**config.mk**
```make
export PLATFORM = sky130hd
export DESIGN_NAME = skid_reg_stage
export DESIGN_NICKNAME = d
export VERILOG_FILES = /design/src/rtl/skid_reg_stage.sv
export SDC_FILE = /design/constraint.sdc
export NUM_CORES = 1
export LEC_CHECK = 0
export CELL_PAD_IN_SITES_DETAIL_PLACEMENT = 1
export CELL_PAD_IN_SITES_GLOBAL_PLACEMENT = 2
export CORE_MARGIN = 1.5
export CORE_UTILIZATION = 32
export DETAILED_ROUTE_END_ITERATION = 12
export PLACE_DENSITY = 0.85
export SYNTH_ARGS = -nofsm -noshare
export SYNTH_HDL_FRONTEND = slang
export SYNTH_SLANG_ARGS = --single-unit
```
**constraint.sdc**
```tcl
create_clock -name clk -period 2.9 [get_ports clk]
set_input_delay 0.87 -clock clk [delete_from_list [all_inputs] [get_ports clk]]
set_output_delay 0.87 -clock clk [all_outputs]
set_load 0.01 [all_outputs]
```
**src/rtl/skid_reg_stage.sv**
```systemverilog
// Registered valid/ready pipeline stage with a one-entry skid buffer.
// in_ready comes only from state flops, which breaks the out_ready -> in_ready timing path.
module skid_reg_stage #(
    parameter int                 WIDTH       = 8,
    parameter logic [WIDTH-1:0]   RESET_VALUE = '0,
    parameter int                 CNT_WIDTH   = 4
) (
    input  logic                  clk,
    input  logic                  reset,
    input  logic                  flush,
    input  logic [WIDTH-1:0]      in_data,
    input  logic                  in_valid,
    output logic                  in_ready,
    output logic [WIDTH-1:0]      out_data,
    output logic                  out_valid,
    input  logic                  out_ready,
    output logic [CNT_WIDTH-1:0]  stall_count
);

    typedef enum logic [1:0] {
        EMPTY = 2'd0,
        BUSY  = 2'd1,
        FULL  = 2'd2
    } state_t;

    localparam logic [CNT_WIDTH-1:0] CNT_MAX = '1;

    state_t               state_q, state_d;
    logic [WIDTH-1:0]     out_data_q, out_data_d;
    logic [WIDTH-1:0]     skid_q, skid_d;
    logic [CNT_WIDTH-1:0] stall_q, stall_d;
    logic                 in_fire;
    logic                 out_fire;

    assign out_valid   = (state_q != EMPTY);
    assign in_ready    = (state_q != FULL) & ~reset;
    assign out_data    = out_data_q;
    assign stall_count = stall_q;
    assign in_fire     = in_valid & in_ready;
    assign out_fire    = out_valid & out_ready;

    always_ff @(posedge clk or posedge reset) begin
        if (reset) begin
            state_q    <= EMPTY;
            out_data_q <= RESET_VALUE;
            skid_q     <= '0;
            stall_q    <= '0;
        end else begin
            state_q    <= state_d;
            out_data_q <= out_data_d;
            skid_q     <= skid_d;
            stall_q    <= stall_d;
        end
    end

    always_comb begin
        state_d    = state_q;
        out_data_d = out_data_q;
        skid_d     = skid_q;
        stall_d    = stall_q;

        if (out_valid && !out_ready && (stall_q != CNT_MAX)) begin
            stall_d = stall_q + 1'b1;
        end

        if (flush) begin
            // Flush wins over every transition; a concurrent out_fire was already taken downstream.
            state_d    = EMPTY;
            out_data_d = RESET_VALUE;
            skid_d     = '0;
            stall_d    = '0;
        end else begin
            unique case (state_q)
                EMPTY: begin
                    if (in_fire) begin
                        out_data_d = in_data;
                        state_d    = BUSY;
                    end
                end
                BUSY: begin
                    if (in_fire && out_fire) begin
                        out_data_d = in_data;
                    end else if (in_fire) begin
                        skid_d  = in_data;
                        state_d = FULL;
                    end else if (out_fire) begin
                        state_d = EMPTY;
                    end
                end
                FULL: begin
                    if (out_fire) begin
                        out_data_d = skid_q;
                        state_d    = BUSY;
                    end
                end
                default: begin
                    state_d = EMPTY;
                end
            endcase
        end
    end

endmodule

```
# Word-level counts from Yosys, hierarchy flattened

Index checks and enable logic that the tools add are counted.

Register bits: 22
Bits of input ports: 13
Output and inout bits: 14
Word-level logic and storage cells: 49

Add/sub/neg operators: 1
Equality and inequality tests: 10
Mux-type cells: 17
Bitwise gates (word level): 4
Reductions and logical operators: 13

Operators by type and width:

| cell                  | number |
|---|---|
| $mux W8               | 7 |
| $pmux W8 S3           | 1 |
| $mux W2               | 6 |
| $ne A3 B3 Y1 const B  | 4 |
| $mux W4               | 2 |
| $ne A4 B4 Y1 const B  | 2 |
| $reduce_and A4 Y1     | 2 |
| $reduce_bool A2 Y1    | 4 |
| $pmux W2 S3           | 1 |
| $add A4 B1 Y4 const B | 1 |
| $ne A2 B2 Y1 const B  | 2 |
| $reduce_bool A4 Y1    | 1 |
| $and A1 B1 Y1         | 3 |
| $logic_and A1 B1 Y1   | 3 |
| $reduce_and A3 Y1     | 1 |
| $eq A2 B1 Y1 const B  | 1 |
| $eq A2 B2 Y1 const B  | 1 |
| $logic_not A2 Y1      | 1 |
| $logic_not A1 Y1      | 1 |
| $not A1 Y1            | 1 |

# Depth between registers and ports, before layout

Depth after elaboration: 7
Gate-level depth with buffers: 5
Mapped depth without buffers: 5

# Least setup slack after synthesis

No wires, ideal clock.

Path type: input -> output
Start: input reset
End: output in_ready
Arrival: 1.039 ns
Required time: 2.030 ns
Slack: 0.991 ns
Cell stages on the path: 1
Path buffers: 0
Path through: nor2_1

Longest elaborated chain between the ends: 2

RTL lines:

| what          | RTL line | text |
|---|---|---|
| from (decl)   | 9        | `input logic reset,` |
| $not A1 Y1    | 36       | `assign in_ready = (state_q != FULL) & ~reset;` |
| $and A1 B1 Y1 | 36       |  |
| to (decl)     | 13       | `output logic in_ready,` |

Every way passes these cells.

# Worst setup path in the final report

Ends and elaborated chain as after synthesis.

==> summary.md <==
| Metric | Value |
|---|---|
| Proportion of layout cells with a drive suffix above 1 | `approximately an eighth` |
| Multiplexer area fraction after synthesis | `between 10% and 20%` |
| Area of the die | `around 3800 um^2` |
| Synthesized instance count | `a little under 100` |
| Largest family of logic cells by synthesized area | `simple AND/OR/NAND/NOR gates` |
| Fraction of registers with async set or reset after synthesis | `between 90% and 100%` |
| Final net count | `143` |
| Clock root cell | `clkbuf_4` |
| Post-synth design cell area | `~1100 um^2` |
| Endpoint of the worst-slack reg-to-reg timing path | `stall_count[3]` |
| Hold Slack | `a little under 500 ps` |
| Number of maximum-capacitance constraint violations | `0` |
| Clk buf depth | `2` |
| Final sum of negative setup slack | `0 ps` |
| Core Area | `3130 um^2` |
| Drt first-iter violations | `15` |
| Combined global-route utilization of all metal layers | `15.6%` |
| Hold path start | `out_data[0]` |
| Setup Skew | `around 4.5 ps` |
| CTS HTree Levels | `1` |
| Min-delay worst type | `flop to flop` |
| Commonest cells after routing, fill and taps aside | `26 x clkdlybuf4s50_1, 22 x dfrtp_1, 17 x mux2i_1` |
| Max frequency | `roughly 360 MHz` |
| Number of vias after detailed routing | `between 800 and 900` |
| Syn_area_per_cell | `11.2 um^2` |
| Placement Setup Slack | `just under 90 ps` |
| Antenna violation net count after detailed routing | `0` |
| Type of destination of the critical path | `output pin` |
| Routed wire length | `around 2500 um` |
| Drt drc | `0` |
| Vias per inst | `4.91` |
| Fill cell instance count of the final layout | `~350` |
| Hold Path Stages | `2` |
| Count of unique library cells instantiated by Yosys | `28` |
| Antenna violations before repair | `0` |
| Post-Synth Simple-Gate Area | `between 10% and 20%` |
| Worst-skew pair later-pin latency | `a little over 300 ps` |
| Number of port buffers | `26` |
| Max-slew violation count | `0` |
| Crit path arrival time | `roughly 1900 ps` |
| Status | `finished clean` |
| Parity-gate share of the synthesized area counting xor and xnor cells | `2.42%` |
| Terminating pin of the worst hold path | `out_data[0]` |
| Number of inserted diodes | `0` |
| Post-CTS clock slew at the launch and capture registers of the worst setup and hold paths | `roughly 130 ps` |
| Type of the setup path with the least slack | `primary input to output pin` |
| Weighted congestion at the end of routability-driven global placement | `between 0.7 and 0.8` |
| Post-Synth Adder-Cell Area | `~1.2%` |
| Critical register-to-register path startpoint | `stall_count[0]` |
| Vias in the first global route | `900` |
| Maximum fanout count along the critical path | `2` |
| Die width | `a little over 60 um` |
| Fin. Hold Viols | `0` |
| Hold Buf Count CTS | `0` |
| Synth Register Bits | `22` |
| Effective utilization at floorplan | `between 30% and 40%` |
| Final HPWL from detailed placement | `around 1700 um` |
| Largest net degree at the start of global routing | `23` |
| First-pass GRT wire length | `around 4300 um` |
| Clock tree from TritonCTS | `yes` |
| YS warnings | `0` |
| Leakage power total | `approximately 0.00068 uW` |
| Slew at the pin closest to its max-slew limit | `approximately 370 ps` |
| Share of the synthesized area in compound gates (AO/OA/AOI/OAI) | `between 9 and 10%` |
| Final worst path period share | `between 90 and 100%` |
| Final worst path period need | `about 2800 ps` |
| Req. time, crit path | `approximately 2000 ps` |
| Peak VDD IR | `0.000210 V` |
| Detailed-route wire length per cell | `between 10 and 15 um` |
| Number of optimization iterations in the first detailed-route pass | `4` |
| Worst setup margin | `between 90 and 100 ps` |
| Area growth syn-to-layout | `34.9%` |
| CP startpoint kind | `primary input` |
| Clock buffers created by TritonCTS | `3` |
| Cell Area, Placed | `1410 um^2` |
| Net count of the mapped netlist | `between 100 and 150` |
| Count of flip-flops with a built-in enable after synthesis | `0` |
| Total of cells resized after clock tree synthesis | `0` |
| Y dimension of the die | `roughly 61 um` |
| Unrepaired setup endpoints after global routing | `false` |
| Area of all placed cells without fillers | `~1500 um^2` |
| Register area share after synthesis | `roughly 50%` |
| Final setup violation count | `0` |
| Buffers inserted by post-CTS timing repair | `0` |
| Remaining Overflow, GRT | `0` |
| Remaining max-slew budget at the tightest pin | `between 70% and 80%` |
| Sinks on the clock net | `22` |
| I/O pin cnt | `27` |
| Number of cells on the worst reg-to-reg path | `5` |
| Worst R2R Setup Slack | `around 1200 ps` |
| Floorplan row count | `20` |
| Most common cell after layout, fill and taps aside | `clkdlybuf4s50_1` |
| Most frequently used flop master after synthesis | `dfrtp_1` |
| Pwr dens | `458 nW/um^2` |
-- Yosys cell counts, types with 2 or more instances --
cell type / instances / area share, %
nand2_1: 8 / 2.8
nor2_1: 14 / 4.8
inv_1: 2 / 0.69
o31ai_1: 8 / 5.5
nor2b_1: 2 / 1.2
a21oi_1: 2 / 0.92
xor2_1: 2 / 1.6
mux2i_1: 17 / 16
clkbuf_1: 2 / 0.69
dfrtp_1: 22 / 51
-- registers in the layout, summed over array words and instances, names as in the netlist --
| signal | flops |
|---|---|
| out_data | 8 |
| skid_q | 8 |
| stall_count | 4 |
| state_q | 2 |
-- logic make-up (layout without fill, tap and decap cells) --
kind of cell,count (synthesis),after routing
adder cells (fa/ha/maj),1,1
flip-flops,22,22
buffers and inverters,6,37
AO/OA/AOI/OAI,12,12
AND/OR/NAND/NOR,36,36
multiplexers,17,17
XOR/XNOR,3,3
-- report_power, final --
group          switching, uW  internal [uW]
sequential              8.53            319
combinational           47.8           55.8
clock                    100            140
total                    157            515
-- final cells by class --
type | instances | area (um^2) | share of cell area (%)
inverters | 2 | 7.51 | 0.512
repair buffers | 31 | 298 | 20.3
clock inverters | 1 | 30.0 | 2.05
multi-input cells | 69 | 503 | 34.3
well taps | 44 | 55.1 | 3.75
flip-flops and latches | 22 | 551 | 37.5
clock buffers | 3 | 22.5 | 1.54
-- per-layer routing --
layer	vias up	GRT usage, %	part of all wire (%)
met4	0	7.76	1.1
li1	401	-	-
met5	-	0	0
met2	12	26.3	50
met1	430	19.9	46
met3	2	1.47	2.6
-- per-stage QoR --
stage	total power, uW	utilization [%]	instances
2_1_floorplan	380	-	97
3_3_place_gp	435	45.2	168
3_5_place_dp	439	45.2	168
4_1_cts	679	46.9	172
5_1_grt	705	46.9	172
6_report	671	46.9	172
-- worst max path at each step --
stage	slack (ps)	cells after the start	to	from
after floorplan	990	1	in_ready	reset
after global placement	110	3	in_ready	reset
after detailed placement	90	3	in_ready	reset
after CTS	80	3	in_ready	reset
after global routing	50	3	in_ready	reset
final	100	3	in_ready	reset
-- critical path: stages --
cell and delay (ps):
clkdlybuf4s50_1 420, nor2_1 100, clkdlybuf4s50_1 540
Power figures use the tool's default switching activity.
